===== config.mk =====
export PLATFORM = sky130hd
export DESIGN_NAME = ram_arbiter
export DESIGN_NICKNAME = d
export VERILOG_FILES = /design/src/rtl/ram_pkg.sv /design/src/rtl/ram_rr_pick.sv /design/src/rtl/ram_arbiter.sv
export SDC_FILE = /design/constraint.sdc
export NUM_CORES = 1
export LEC_CHECK = 0
export BUFFER_PORTS_ARGS = -buffer_cell sky130_fd_sc_hd__clkbuf_2
export CORE_MARGIN = 5
export CORE_UTILIZATION = 40
export CTS_BUF_LIST = sky130_fd_sc_hd__clkbuf_8
export DETAILED_ROUTE_END_ITERATION = 8
export PLACE_DENSITY = 0.74
export SYNTH_ARGS = -nofsm -noshare
export SYNTH_HDL_FRONTEND = slang
export SYNTH_SLANG_ARGS = --single-unit

===== constraint.sdc =====
create_clock -name clk -period 1.23 [get_ports clk]
set_input_delay 0.246 -clock clk [delete_from_list [all_inputs] [get_ports clk]]
set_output_delay 0.246 -clock clk [all_outputs]
set_load 0.01 [all_outputs]

===== src/rtl/ram_pkg.sv =====
// ram_pkg: shared RAM bus widths and arbiter FSM state type
package ram_pkg;
    localparam int RAM_BUS_SIZE = 15;
    localparam int RAM_DATA_W   = 8;
    typedef enum logic [1:0] {IDLE, SETUP, STROBE, HOLD} state_t;
endpackage


===== src/rtl/ram_rr_pick.sv =====
// ram_rr_pick: combinational 2-way round-robin pick
// req   - request vector {req1, req0}
// last  - requester granted most recently
// valid - any request present
// gnt   - index of the winning requester
module ram_rr_pick (
    input  logic [1:0] req,
    input  logic       last,
    output logic       valid,
    output logic       gnt
);
    assign valid = |req;
    assign gnt   = (&req) ? ~last : req[1];
endmodule


===== src/rtl/ram_arbiter.sv =====
// ram_arbiter: two-requester round-robin arbiter for an asynchronous strobed RAM
// req/we/addr/wdata 0,1 - requester access (held until ack), ack0/ack1 - completion pulses
// rdata                 - data of the last completed read
// ram_addr/ram_wdata    - RAM address and write data, ram_wdata_oe - bus drive enable
// ram_rdata             - RAM data bus read back, ram_r/ram_w - RAM strobes
module ram_arbiter
    import ram_pkg::*;
#(
    parameter int ADDR_W = RAM_BUS_SIZE,
    parameter int DATA_W = RAM_DATA_W
) (
    input  logic              clk,
    input  logic              rst_n,
    input  logic              req0,
    input  logic              req1,
    input  logic              we0,
    input  logic              we1,
    input  logic [ADDR_W-1:0] addr0,
    input  logic [ADDR_W-1:0] addr1,
    input  logic [DATA_W-1:0] wdata0,
    input  logic [DATA_W-1:0] wdata1,
    output logic              ack0,
    output logic              ack1,
    output logic [DATA_W-1:0] rdata,
    output logic [ADDR_W-1:0] ram_addr,
    output logic [DATA_W-1:0] ram_wdata,
    output logic              ram_wdata_oe,
    input  logic [DATA_W-1:0] ram_rdata,
    output logic              ram_r,
    output logic              ram_w
);
    state_t state, state_nx;
    logic   we_q, last_q, pick_valid, pick_gnt;

    ram_rr_pick u_pick (
        .req   ({req1, req0}),
        .last  (last_q),
        .valid (pick_valid),
        .gnt   (pick_gnt)
    );

    // Outputs decode from state only, so async reset forces them low at once.
    // last_q doubles as the current grant while an access is in flight.
    always_comb begin
        state_nx     = IDLE;
        ram_r        = 1'b0;
        ram_w        = 1'b0;
        ram_wdata_oe = we_q && state != IDLE;
        ack0         = state == HOLD && !last_q;
        ack1         = state == HOLD && last_q;
        case (state)
            IDLE:    state_nx = pick_valid ? SETUP : IDLE;
            SETUP:   state_nx = STROBE;
            STROBE: begin
                state_nx = HOLD;
                ram_w    = we_q;
                ram_r    = !we_q;
            end
            default: state_nx = IDLE;
        endcase
    end

    always_ff @(posedge clk or negedge rst_n) begin
        if (!rst_n) begin
            state     <= IDLE;
            we_q      <= 1'b0;
            last_q    <= 1'b1;
            ram_addr  <= '0;
            ram_wdata <= '0;
            rdata     <= '0;
        end else begin
            state <= state_nx;
            if (state == IDLE && pick_valid) begin
                last_q    <= pick_gnt;
                we_q      <= pick_gnt ? we1 : we0;
                ram_addr  <= pick_gnt ? addr1 : addr0;
                ram_wdata <= pick_gnt ? wdata1 : wdata0;
            end
            if (state == STROBE && !we_q)
                rdata <= ram_rdata;
        end
    end
endmodule


# Word-level counts from Yosys, hierarchy flattened
# Index checks and enable logic that the tools add are counted.
# word_totals
out_inout_bits	36
register_bits	35
wordCells	29
ramBits	0
input_bits	60
latch_bits	0
mem_bits_ro	0
memories	0
# classes
mul	0
n_shift	0
reduce_logical	11
order_cmp	0
n_bitwise	1
muxes	8
n_addsub	0
eq_ne	3
n_div	0
# ops
op	count
2-to-1 mux 15 bit	1
2-to-1 mux 8 bit	1
case mux 2 bit (3 select lines)	1
logical AND 1 bit	5
2-to-1 mux 1 bit	5
equality test 2 bit (second input constant)	2
equality test 2 x 1 -> 1 bit (second input constant)	1
zero test 1 bit	2
zero test 2 bit	1
AND reduction 2 bit	1
nonzero test 2 bit	1
OR reduction 2 bit	1
inverter 1 bit	1

# Longest topological paths before layout
# depth
ltp_word	3
depth_mapped	6
ltp_nobuf	5

# By module
# Synthesis repeated with hierarchy kept, for this count alone.
# hier_totals
cells_unflattened	144
hier_area_um2	1769.2
# modules_own_cells
module	cells_each	area_each_um2	instances	seq_area_each_um2
ram_arbiter	142	1755.4	1	877.1
ram_rr_pick	2	13.8	1	0.0

# Worst setup path after synthesis
# OpenSTA, ideal clock, no wires.
# synth_timing
path_type	flip-flop to flip-flop
start	reg state[0]
end	reg rdata[0]
setup_time_ps	125
synth_period_minus_slack_ps	1370
arrival_time_ps	1245
n_path_buf	1
stages_incl_launch_ff	6
path_slack_ps	-140
required_ps	1105
cell_sequence	dfrtp_1 inv_1 ha_1 nor2b_1 buf_2 mux2_2
# synth_via
elab_chain_len	2
# synth_lines
item	line	source
start: declaration	ram_arbiter.sv:32	state_t state, state_nx;
start signal: assignment	ram_arbiter.sv:72	state <= state_nx;
equality test 2 bit	ram_arbiter.sv:79	if (state == STROBE && !we_q)
logical AND 1 bit	ram_arbiter.sv:79	
end signal: assignment	ram_arbiter.sv:80	rdata <= ram_rdata;
end: declaration	ram_arbiter.sv:24	output logic [DATA_W-1:0] rdata,
# Every way passes these cells.
# A chain may end at the register's enable or synchronous reset.

# Final worst setup path
# layout_timing
start	reg state[0]
end	out ack0
# layout_via
elab_chain_len	2
# layout_lines
item	line	source
equality test 2 bit	ram_arbiter.sv:49	ack0 = state == HOLD && !last_q;
logical AND 1 bit	ram_arbiter.sv:49	
end: declaration	ram_arbiter.sv:22	output logic ack0,
# Every way passes these cells.

==> impl_metrics.toml <==
[worst_setup_path]
cp.required_ns = 0.98
reg2reg_depth = 7
max_stage_delay_ns = 0.41
critPathArrivalTime_ns = 1.24
crit_buf_inv = 2
endpoint_kind = "primary output"
crit_chain = "buf_6 > ha_4 > nor2b_1 > clkbuf_2"
critPathLaunchType = "flop"
cp_slowest_cell = "dfrtp_1"
crit_type = "flop to primary output"
crit_cells = 4
path_delay_family = "flip-flops"
r2r_slack_ns = -0.21
crit_fanout = 2

[floorplan]
start_util = 0.423
core_area_sq_um = 3740
dieArea_sq_um = 5320
die_x_um = 73.0
fp-row-count = 22
die-height_um = 73.0
ioPinCount = 96

[worst_hold_path]
hold_depth = 3
min_path_type = "input pin to flop"

[detailed_routing]
wl_um = 5490
wl_per_cell_um = 16.6
vias = 1685
viasPerCell = 5.09
drt_first_pass_iters = 4
drc = 0
drtAntennaViolNets = 0
drtIter0Drc = 74

[finish]
layout-drive-gt1-share = 0.717
fin_area_sq_um = 2880
register_area_sq_um = 878
nets = 345
fin_util = 0.769
diodes = 0
area_growth_pct = 81.5
fill_cells = 252
multi_input_area_sq_um = 1060

[job]
max-cap-violations = 0

[global_route]
busiest_layer = "met2"
grt_max_degree = 16
grt_pass1_vias = 1756
grt.met1_usage = 0.252
globalRouteOverflowTotal = 0
use_met3 = 0.0344
antenna_found_initial = 0
grtUsageMet2 = 0.362
grt.total_usage = 0.204
grt_pass1_wl_um = 8310

[sta]
worstMarginPinSlew_ns = 0.644
period_share = 1.21
final.setup.worst_slack_ns = -0.254
clock_skew_ns = 0.00431
slew_headroom = 0.569
fmax_mhz = 674
finalCriticalPeriod_ns = 1.48
drv_slew = 0
rsz0062_at_grt = "true"
finalHoldViolCount = 0
final-setup-viol-count = 38

[clocking]
cts.htree.levels = 2
cts_sinks = 35
cts-buffers-inserted = 5
clk_latency_ns = 0.28
cts_root_buf = "clkbuf_8"
path_clk_slew_ns = 0.07
cts_max_path_buffers = 2
tritoncts = "yes"

[placement]
post-dp-hpwl_um = 3350
place.gp.congestion = 0.778
placed_cell_area_sq_um = 2250
port_buffers = 95

[synth]
synth.net_count = 229
synth_top_area_frac = 0.537
ys_top_cells_by_area = "dfrtp_1 (54%), a21oi_1 (15%), nand2_1 (5.9%)"
yosysWarnings = 0
yosysTopAreaCell = "dfrtp_1"
ys_seq_elements = 35
ys_types = 18
syn_avg_cell_area_sq_um = 9.55
netlist_instances = 166
synth_area_sq_um = 1590
synth.yosys.seq_area_share = 0.553

[power_and_ir_drop]
ir_worst_vdd_uv = 1320
p_per_area_nw_per_um2 = 2610
power_w = 0.00750
leakage_nw = 1.36

[outcome]
failed_checks = "setup timing"
outcome = "complete, but fails checks"
[path summary, 6_finish.rpt]
check / from / to
worst min register to register: rdata[0]$_DFFE_PN0P_ / rdata[0]$_DFFE_PN0P_
worst max register to register: state[1]$_DFF_PN0_ / we_q$_DFFE_PN0P_
min in group asynchronous: rst_n / rdata[7]$_DFFE_PN0P_
worst min-delay path: addr0[5] / ram_addr[5]$_DFFE_PN0P_
max in group asynchronous: rst_n / ram_addr[6]$_DFFE_PN0P_
worst max-delay path: state[0]$_DFF_PN0_ / ack0
[power by group]
group	internal (W)	switching (W)	leakage, nW
clock	0.000381	0.000397	0.0505
sequential	0.00177	0.000578	0.394
combinational	0.00228	0.00210	0.912
total	0.00443	0.00307	1.36
[Yosys cell counts]
library cell	instances
a21oi_1	49
dfrtp_1	34
nand2_1	25
nor2_1	24
mux2_2	8
buf_2	5
buf_4	4
ha_1	3
nor2b_1	3
and2_1	2
inv_1	2
a21bo_1	1
a21boi_4	1
a31oi_1	1
dfstp_2	1
o21a_2	1
o21ai_0	1
o21ai_2	1
[layout by cell type (no fill, tap or decap)]
| cell | netlist | routed |
|---|---|---|
| clkbuf_2 | 0 | 91 |
| a21oi_2 | 0 | 34 |
| dfrtp_1 | 34 | 33 |
| nand2_1 | 25 | 24 |
| nor2_4 | 0 | 17 |
| a21oi_1 | 49 | 12 |
| buf_4 | 4 | 9 |
| mux2_4 | 0 | 8 |
| buf_6 | 0 | 6 |
| clkbuf_8 | 0 | 5 |
| buf_12 | 0 | 5 |
| nor2_2 | 0 | 4 |
| a21oi_4 | 0 | 3 |
| nor2_1 | 24 | 3 |
| ha_4 | 0 | 3 |
| inv_2 | 0 | 2 |
| a21boi_4 | 1 | 2 |
| inv_1 | 2 | 2 |
| buf_16 | 0 | 2 |
| buf_2 | 5 | 2 |
| nor2b_2 | 0 | 1 |
| nor2b_4 | 0 | 1 |
| nor2b_1 | 3 | 1 |
| and2_4 | 0 | 1 |
| o21a_4 | 0 | 1 |
| nand2_2 | 0 | 1 |
| o21ai_1 | 0 | 1 |
| and2_1 | 2 | 1 |
| a21bo_1 | 1 | 1 |
| o21ai_4 | 0 | 1 |
| a31oi_1 | 1 | 1 |
| clkinv_2 | 0 | 1 |
| clkbuf_16 | 0 | 1 |
| dlygate4sd3_1 | 0 | 1 |
| dfstp_2 | 1 | 1 |
| dfrtp_2 | 0 | 1 |
[stage by stage]
stage | cells | TNS [ns] | setup slack (ns) | hold slack [ns]
floorplan | 166 | -1.58 | -0.0739 | -0.0496
global placement | 312 | -2.75 | -0.0911 | 0.164
detailed placement | 312 | -4.35 | -0.174 | 0.169
CTS | 333 | -8.06 | -0.288 | 0.169
global route | 331 | -8.73 | -0.289 | 0.177
finish | 331 | -7.01 | -0.254 | 0.177
[worst register-to-register path, stage by stage (launching register included)]
cell and delay (ns):
dfrtp_2 0.43, inv_2 0.07, ha_4 0.17, buf_6 0.13, o21ai_4 0.13, clkbuf_16 0.25
a21oi_1 0.05, a21oi_1 0.16
[area by class of cell]
cell class                 instances  share of cell area
clock buffer                       5              0.0239
clock inverter                     3             0.00435
multi-input combinational        121               0.368
sequential                        35               0.305
tap                               48              0.0209
inverter                           2             0.00261
timing repair buffer             117               0.275
[sequential cells by signal (all words and copies together), names as in the netlist]
signal / flops
we_q: 1
ram_addr: 15
state: 2
rdata: 8
last_q: 1
ram_wdata: 8
[repair_timing]
action	in CTS	in global routing
hold buffers	1	0
gates cloned	6	0
gates resized for setup	65	44
pin swaps	14	8
setup buffers	6	1
setup endpoints to repair	38	39
hold endpoints to repair	11	0
[routing by layer]
metal	wire [um]	vias to the layer above
met5	0	-
met4	66	0
met3	345	9
met2	2800	66
met1	2280	821
li1	-	789
[cells by family (layout without fill, tap and decap cells)]
logic type               after synthesis  count (layout)  share of synthesized area
flip-flops                            35              35                      0.553
adder cells (fa/ha/maj)                3               3                     0.0237
buffers and inverters                 11             127                     0.0395
AND/OR/NAND/NOR                       54              54                      0.136
AO/OA/AOI/OAI                         55              56                      0.191
multiplexers                           8               8                     0.0568
Note: power is estimated with default switching activity, not from simulation.
